--- src/rtl/clk_freq_meter_pkg.sv ---
// Shared types for the gated-window frequency meter.
// Keeps the FSM encoding in one place so the top and any future siblings agree on it.
package clk_freq_meter_pkg;

    typedef enum logic {
        ST_IDLE = 1'b0,
        ST_GATE = 1'b1
    } state_t;

endpackage

--- src/rtl/clk_freq_meter_sync_edge_det.sv ---
// Two-flop synchroniser for an asynchronous input followed by a one-cycle rising-edge pulse.
// Reusable for buttons and other asynchronous inputs.
module sync_edge_det (
    input  logic clk,
    input  logic rst,
    input  logic async_in,
    output logic rise
);

    logic s_meta;
    logic s_sync;
    logic s_dly;

    // s_meta may go metastable; only s_sync and s_dly are used as logic values.
    always_ff @(posedge clk or posedge rst) begin
        if (rst) begin
            s_meta <= 1'b0;
            s_sync <= 1'b0;
            s_dly  <= 1'b0;
        end else begin
            s_meta <= async_in;
            s_sync <= s_meta;
            s_dly  <= s_sync;
        end
    end

    assign rise = s_sync & ~s_dly;

endmodule

--- src/rtl/clk_freq_meter.sv ---
// Gated-window frequency meter: counts rising edges of i_sig over GATE_CYC i_clk cycles
// and reports the saturated count once per window with a one-cycle o_valid strobe.
module clk_freq_meter
    import clk_freq_meter_pkg::*;
#(
    parameter int unsigned I_CLK_FRE = 100_000_000,
    parameter int unsigned GATE_CYC  = 100_000_000,
    parameter int unsigned CNT_W     = 32
) (
    input  logic             i_clk,
    input  logic             i_rst,
    input  logic             i_en,
    input  logic             i_sig,
    output logic [CNT_W-1:0] o_cnt,
    output logic             o_valid,
    output logic             o_ovf,
    output logic             o_busy
);

    localparam int unsigned      GATE_W    = $clog2(GATE_CYC);
    localparam logic [GATE_W-1:0] GATE_LAST = GATE_W'(GATE_CYC - 1);
    localparam logic [CNT_W-1:0]  CNT_MAX   = '1;

    // A window shorter than two cycles has no room for a gate phase plus report.
    if (GATE_CYC < 2) begin : g_bad_gate
        $error("clk_freq_meter: GATE_CYC must be >= 2");
    end
    if (I_CLK_FRE == 0) begin : g_bad_fre
        $error("clk_freq_meter: I_CLK_FRE must be non-zero");
    end

    state_t            state;
    state_t            state_nxt;
    logic [GATE_W-1:0] gate_cnt;
    logic [CNT_W-1:0]  edge_cnt;
    logic [CNT_W-1:0]  cnt_inc;
    logic              inc_sat;
    logic              ovf_acc;
    logic              sig_rise;
    logic              last_cyc;

    sync_edge_det u_sync (
        .clk      (i_clk),
        .rst      (i_rst),
        .async_in (i_sig),
        .rise     (sig_rise)
    );

    assign last_cyc = (state == ST_GATE) && (gate_cnt == GATE_LAST);
    assign o_busy   = (state == ST_GATE);

    // Saturating increment shared by the running count and the final report.
    always_comb begin
        inc_sat = sig_rise && (edge_cnt == CNT_MAX);
        cnt_inc = edge_cnt;
        if (sig_rise && !inc_sat) begin
            cnt_inc = edge_cnt + CNT_W'(1);
        end
    end

    always_ff @(posedge i_clk or posedge i_rst) begin
        if (i_rst) begin
            state <= ST_IDLE;
        end else begin
            state <= state_nxt;
        end
    end

    // Dropping i_en leaves GATE whether mid-window (abort) or on the last cycle (after reporting).
    always_comb begin
        state_nxt = state;
        case (state)
            ST_IDLE: begin
                if (i_en) begin
                    state_nxt = ST_GATE;
                end
            end
            ST_GATE: begin
                if (!i_en) begin
                    state_nxt = ST_IDLE;
                end
            end
            default: state_nxt = ST_IDLE;
        endcase
    end

    always_ff @(posedge i_clk or posedge i_rst) begin
        if (i_rst) begin
            gate_cnt <= '0;
            edge_cnt <= '0;
            ovf_acc  <= 1'b0;
            o_cnt    <= '0;
            o_ovf    <= 1'b0;
            o_valid  <= 1'b0;
        end else begin
            o_valid <= 1'b0;
            if (state != ST_GATE) begin
                gate_cnt <= '0;
                edge_cnt <= '0;
                ovf_acc  <= 1'b0;
            end else if (last_cyc) begin
                // The edge seen on the last cycle belongs to this window, not the next one.
                o_cnt    <= cnt_inc;
                o_ovf    <= ovf_acc | inc_sat;
                o_valid  <= 1'b1;
                gate_cnt <= '0;
                edge_cnt <= '0;
                ovf_acc  <= 1'b0;
            end else if (!i_en) begin
                gate_cnt <= '0;
                edge_cnt <= '0;
                ovf_acc  <= 1'b0;
            end else begin
                gate_cnt <= gate_cnt + GATE_W'(1);
                edge_cnt <= cnt_inc;
                ovf_acc  <= ovf_acc | inc_sat;
            end
        end
    end

endmodule

--- config.mk ---
export PLATFORM = sky130hd
export DESIGN_NAME = clk_freq_meter
export DESIGN_NICKNAME = d
export VERILOG_FILES = /design/src/rtl/clk_freq_meter_pkg.sv /design/src/rtl/clk_freq_meter_sync_edge_det.sv /design/src/rtl/clk_freq_meter.sv
export SDC_FILE = /design/constraint.sdc
export NUM_CORES = 1
export LEC_CHECK = 0
export ABC_AREA = 1
export CAP_MARGIN = 0
export CELL_PAD_IN_SITES_DETAIL_PLACEMENT = 0
export CELL_PAD_IN_SITES_GLOBAL_PLACEMENT = 1
export CORE_MARGIN = 2
export CORE_UTILIZATION = 40
export DETAILED_ROUTE_END_ITERATION = 8
export DONT_BUFFER_PORTS = 1
export GPL_TIMING_DRIVEN = 0
export PLACE_DENSITY = 0.71
export SLEW_MARGIN = 5
export SYNTH_ARGS = -nofsm -noshare
export SYNTH_HDL_FRONTEND = slang
export SYNTH_SLANG_ARGS = --single-unit
export TNS_END_PERCENT = 50
--- constraint.sdc ---
create_clock -name i_clk -period 3.2 [get_ports i_clk]
set_input_delay 0.16 -clock i_clk [delete_from_list [all_inputs] [get_ports i_clk]]
set_output_delay 0.16 -clock i_clk [all_outputs]
set_load 0.01 [all_outputs]
; Word level (Yosys, flattened, before mapping)
; Cells that the tools add are included.
; W data, S select, Z words.
[classes]
add_sub_neg = 2
eq_ne = 2
muxes = 13
n_bitwise = 3
reduce_logical = 5
[ops]
columns = operator, n
row1 = $mux W32, 4
row2 = $mux W27, 3
row3 = $add A32 B1 Y32 const B, 1
row4 = $eq A32 B32 Y1 const B, 1
row5 = $add A27 B1 Y27 const B, 1
row6 = $eq A27 B27 Y1 const B, 1
row7 = $mux W1, 6
row8 = $logic_and A1 B1 Y1, 3
row9 = $reduce_and A2 Y1, 1
row10 = $and A1 B1 Y1, 1
row11 = $logic_not A1 Y1, 1
row12 = $not A1 Y1, 1
row13 = $or A1 B1 Y1, 1
[word_totals]
register_bits = 98
in_bits = 4
output_inout_bits = 35
elab_cells = 35

; Logic depth before layout (Yosys ltp)
[depth]
ltp_word = 9
mapped_depth = 13
depth_no_buf = 11

; Cells and area by module
; A second synthesis with hierarchy kept.
[unflattened]
hier_cells = 725
area_unflattened_um2 = 5400.2
[by_module_without_submodules]
columns = module, n_inst, cells_each, area_per_inst_um2, seq_area_each_um2
row1 = clk_freq_meter, 1, 719, 5311.3, 2377.3
row2 = sync_edge_det, 1, 6, 88.8, 75.1

; Worst setup path before layout
; OpenSTA, ideal clock, no wires.
[synth_timing]
path_kind = register to register
startpoint = register edge_cnt[0]
endpoint = register o_cnt[3]
setup_time_ps = 117
arrival_ps = 1643
t_required_ps = 3083
path_slack_ps = 1440
stages_incl_launch_ff = 13
path_buffers = 2
synth_period_minus_slack_ps = 1760
path_cell_list = dfrtp_1 -> ha_1 -> buf_2 -> inv_2 -> nor2_4 -> nand2_2 -> nor2_4 -> nand3_4 -> buf_2 -> nand3b_1 -> nand2_1 -> nand2_1 -> nand2_1
[synth_between]
elab_chain_len = 5
word_cells_on_any_way = 6
classes_between = add/sub (1) / eq/ne (1) / mux (1) / reduce/logical (3)
[synth_rtl]
columns = item, line
row1 = from (decl), clk_freq_meter.sv:35  ; logic [CNT_W-1:0] edge_cnt;
row2 = from (signal assigned), clk_freq_meter.sv:115  ; edge_cnt <= cnt_inc;
row3 = "parallel branches: the longest is 4 deep, another holds $add A32 B1 Y32", -
row4 = $mux W32 (*), clk_freq_meter.sv:56  ; if (sig_rise && !inc_sat) begin
row5 = to (signal assigned), clk_freq_meter.sv:103  ; o_cnt <= cnt_inc;
row6 = to (decl), clk_freq_meter.sv:14  ; output logic [CNT_W-1:0] o_cnt,
; Every way passes the cells marked *.
; A chain may end at the register's enable or synchronous reset.

; Worst setup path in the final report
[layout_timing]
startpoint = register gate_cnt[0]
endpoint = register edge_cnt[13]
[layout_between]
elab_chain_len = 4
[layout_rtl]
columns = item, line
row1 = from (decl), clk_freq_meter.sv:34  ; logic [GATE_W-1:0] gate_cnt;
row2 = from (signal assigned), clk_freq_meter.sv:114  ; gate_cnt <= gate_cnt + GATE_W'(1);
row3 = $eq A27 B27 Y1, clk_freq_meter.sv:49  ; assign last_cyc = (state == ST_GATE) && (gate_cnt == GATE_LAST);
row4 = $logic_and A1 B1 Y1, clk_freq_meter.sv:49
row5 = $mux W32, clk_freq_meter.sv:101  ; end else if (last_cyc) begin
row6 = $mux W32, clk_freq_meter.sv:97  ; if (state != ST_GATE) begin
; Every way passes these cells.

==> flow_summary_export.csv <==
group,metric,value,unit
sta,setup_ws,0.976,ns
worst_setup_path,crit_start,"gate_cnt[0]",
worst_setup_path,setup.worst_path.start_class,"register",
global_route,grt_antenna_before_repair,0,
sta,finClkSkew,0.00534,ns
worst_setup_path,path_buf_inv,2,
power_and_ir_drop,ir_drop,224,uV
placement,placed_area,5620,um2
die,start_util,0.407,
global_route,grt_max_degree,51,
cts,holdBufCountCts,3,
synthesis,ys_seq_elements,98,
cells_and_area,top_regs,"edge_cnt x32, o_cnt x32, gate_cnt x27",
synthesis,async_flop_share,1.00,
cts,cts.repair.resized,0,
die,fp.dieW,120,um
synthesis,synthCells,770,
cts,cts_setup_buffers,0,
worst_setup_path,crit_required,3.44,ns
power_and_ir_drop,power.density,417,nW/um2
die,die_height,120,um
routing,first_iter_violations,245,
worst_setup_path,r2r_start,"gate_cnt[0]",
worst_setup_path,path_cells,"ha_1 > nand3_1 > nor2_2 > nand3_1 > inv_1 > nand3_1 > nand2_1 > buf_4 > nor2_1",
synthesis,yosysWarnings,0,
sta,final_hold_viol_count,0,
worst_setup_path,critPathMostFrequentCell,"nand3_1",
sta,fin_crit,2.22,ns
routing,drc_errors,0,
placement,hpwl,10200,um
sta,fin_setup_tns,0,ns
die,ioPinCount,39,
global_route,grt.total_usage,0.208,
sta,whs,0.133,ns
run_status,status,"finished clean",
global_route,grt_pass1_vias,4607,
sta,fin_crit_sh,0.695,
cts,clock_sinks,98,
worst_setup_path,critPathMaxStageDelay,0.44,ns
cells_and_area,nNetsFinal,791,
worst_setup_path,cp.arrival,2.46,ns
placement,place_ws,0.933,ns
worst_setup_path,path_delay_family,"simple AND/OR/NAND/NOR gates",
placement,numPortBuffers,0,
cells_and_area,diodes,0,
worst_setup_path,crit_type,"register to register",
cts,cts_tree,"built",
routing,first_pass_iters,4,
sta,rsz0062_at_grt,"false",
synthesis,synth.lib_cells_used.distinct,29,
worst_setup_path,end_kind,"register",
hold_path,hold_path_startpoint,"i_en",
routing,ant_nets,0,
die,coreArea,13200,um2
cts,cts_made_buffers,9,
routing,wl,13900,um
cts,clockBufferDepth,2,
routing,routedWlPerCell,14.4,um
routing,viasPerCell,4.92,
synthesis,synthFlopType,"dfrtp_1",
sta,fmax,0.450,GHz
sta,setup_viol,0,
cts,cts.htree.levels,3,
worst_setup_path,cpMaxStageDelayCell,"dfrtp_1",
global_route,grt_pass1_wl,23300,um
sta,worst_pin_slew,0.727,ns
worst_setup_path,path_max_fanout,10,
cts,clock_latency,0.35,ns
cells_and_area,area_growth,10.9,%
synthesis,ys_seq_area_frac,0.456,
synthesis,synth_nets,776,
synthesis,netlist_area,5370,um2
cells_and_area,fin_area,5960,um2
power_and_ir_drop,p_leak,2.74,nW
placement,gp_congestion,0.860,
sta,drv_slew,0,
die,die_area,14400,um2
sta,relSlewSlack,0.512,
cells_and_area,drive_gt1_frac,0.0558,
synthesis,synth_edf_count,0,
cells_and_area,nFillCells,1369,
cells_and_area,final_cell_mix,"nand2_1 (287), nor2_1 (117), dfrtp_1 (98)",
cts,cts_root_buf,"clkbuf_16",
routing,vias,4742,
hold_path,hold_path.class,"primary input to register",
die,num_rows,42,
flow_run,drv_cap,0,
global_route,grt_overflow,0,
cells_and_area,layout_commonest_cell,"nand2_1",
cts,clk_pin_slew,0.07,ns
synthesis,avgSynthCellArea,6.98,um2
==> final timing paths <==
kind                                 end  cells after the start  slack (ns)
min reg2reg                u_sync.s_sync                      0        0.35
max                         edge_cnt[13]                      9        0.98
min                         gate_cnt[21]                      4        0.13
min in group asynchronous  u_sync.s_meta                      2        0.39
max reg2reg                 edge_cnt[13]                      9        0.98
max in group asynchronous   edge_cnt[29]                      3        2.13
==> through the flow <==
step	utilization	instances	total power, mW
detailed placement	0.426	947	1.34
global route	0.452	964	2.58
CTS	0.452	964	2.52
finish	0.452	964	2.48
floorplan	-	770	1.32
global placement	0.424	946	1.34
==> tightest hold or removal path, cell delays in order <==
cell     delay [ns]
nand2_1        0.07
nor2_1         0.11
nand2_1        0.08
nor2_1         0.03
==> cell type report <==
class                   count  area [um2]  share of cell area
clock inverters             3        65.1              0.0109
multi-input cells         573        2510               0.421
inverters                  81         307              0.0514
flip-flops and latches     98        2450               0.411
clock buffers              11         243              0.0407
well taps                 176         220              0.0369
repair buffers              4        57.6             0.00966
plain buffers              18         106              0.0178
==> power breakdown <==
part	switching, mW	internal (mW)	leakage, nW
Clock	0.469	0.697	0.151
Combinational	0.0546	0.0165	1.23
Sequential	0.00523	1.24	1.36
==> per-layer routing <==
layer | vias up | global-route usage | wire length [um]
met3 | 22 | 0.0342 | 512
met4 | 0 | 0.0779 | 328
met2 | 84 | 0.353 | 6790
met5 | - | 0 | 0
li1 | 2440 | - | -
met1 | 2196 | 0.266 | 6240
==> Yosys cell counts, types with 2 or more instances <==
cell        n  area (um2)
or2_2       2        12.5
nand4_1    16         100
buf_2       7        35.0
a21oi_1    16        80.1
inv_1      77         289
and2_1      3        18.8
inv_2       3        11.3
nor2_4      3        33.8
xnor2_1     2        17.5
nor3_1     21         105
dfrtp_1    98        2450
ha_1        2        25.0
nor2_2      3        18.8
buf_4       6        45.0
nand3b_1    7        52.6
nand3_1    75         375
nand2_1   287        1080
o21ai_0     3        15.0
nor2_1    117         439
xor2_1      9        78.8
clkbuf_1    4        15.0
nand2_2     2        12.5
==> cell families after synthesis <==
| kind of cell | count (synthesis) | share of synthesized area |
|---|---|---|
| adders and majority gates | 2 | 0.00466 |
| xor gates and xnor gates | 11 | 0.0179 |
| buffers and inverters | 99 | 0.0764 |
| DFF | 98 | 0.456 |
| AOI/OAI and AO/OA | 21 | 0.0203 |
| and+or+nand+nor | 539 | 0.424 |
Power figures use the tool's default switching activity.
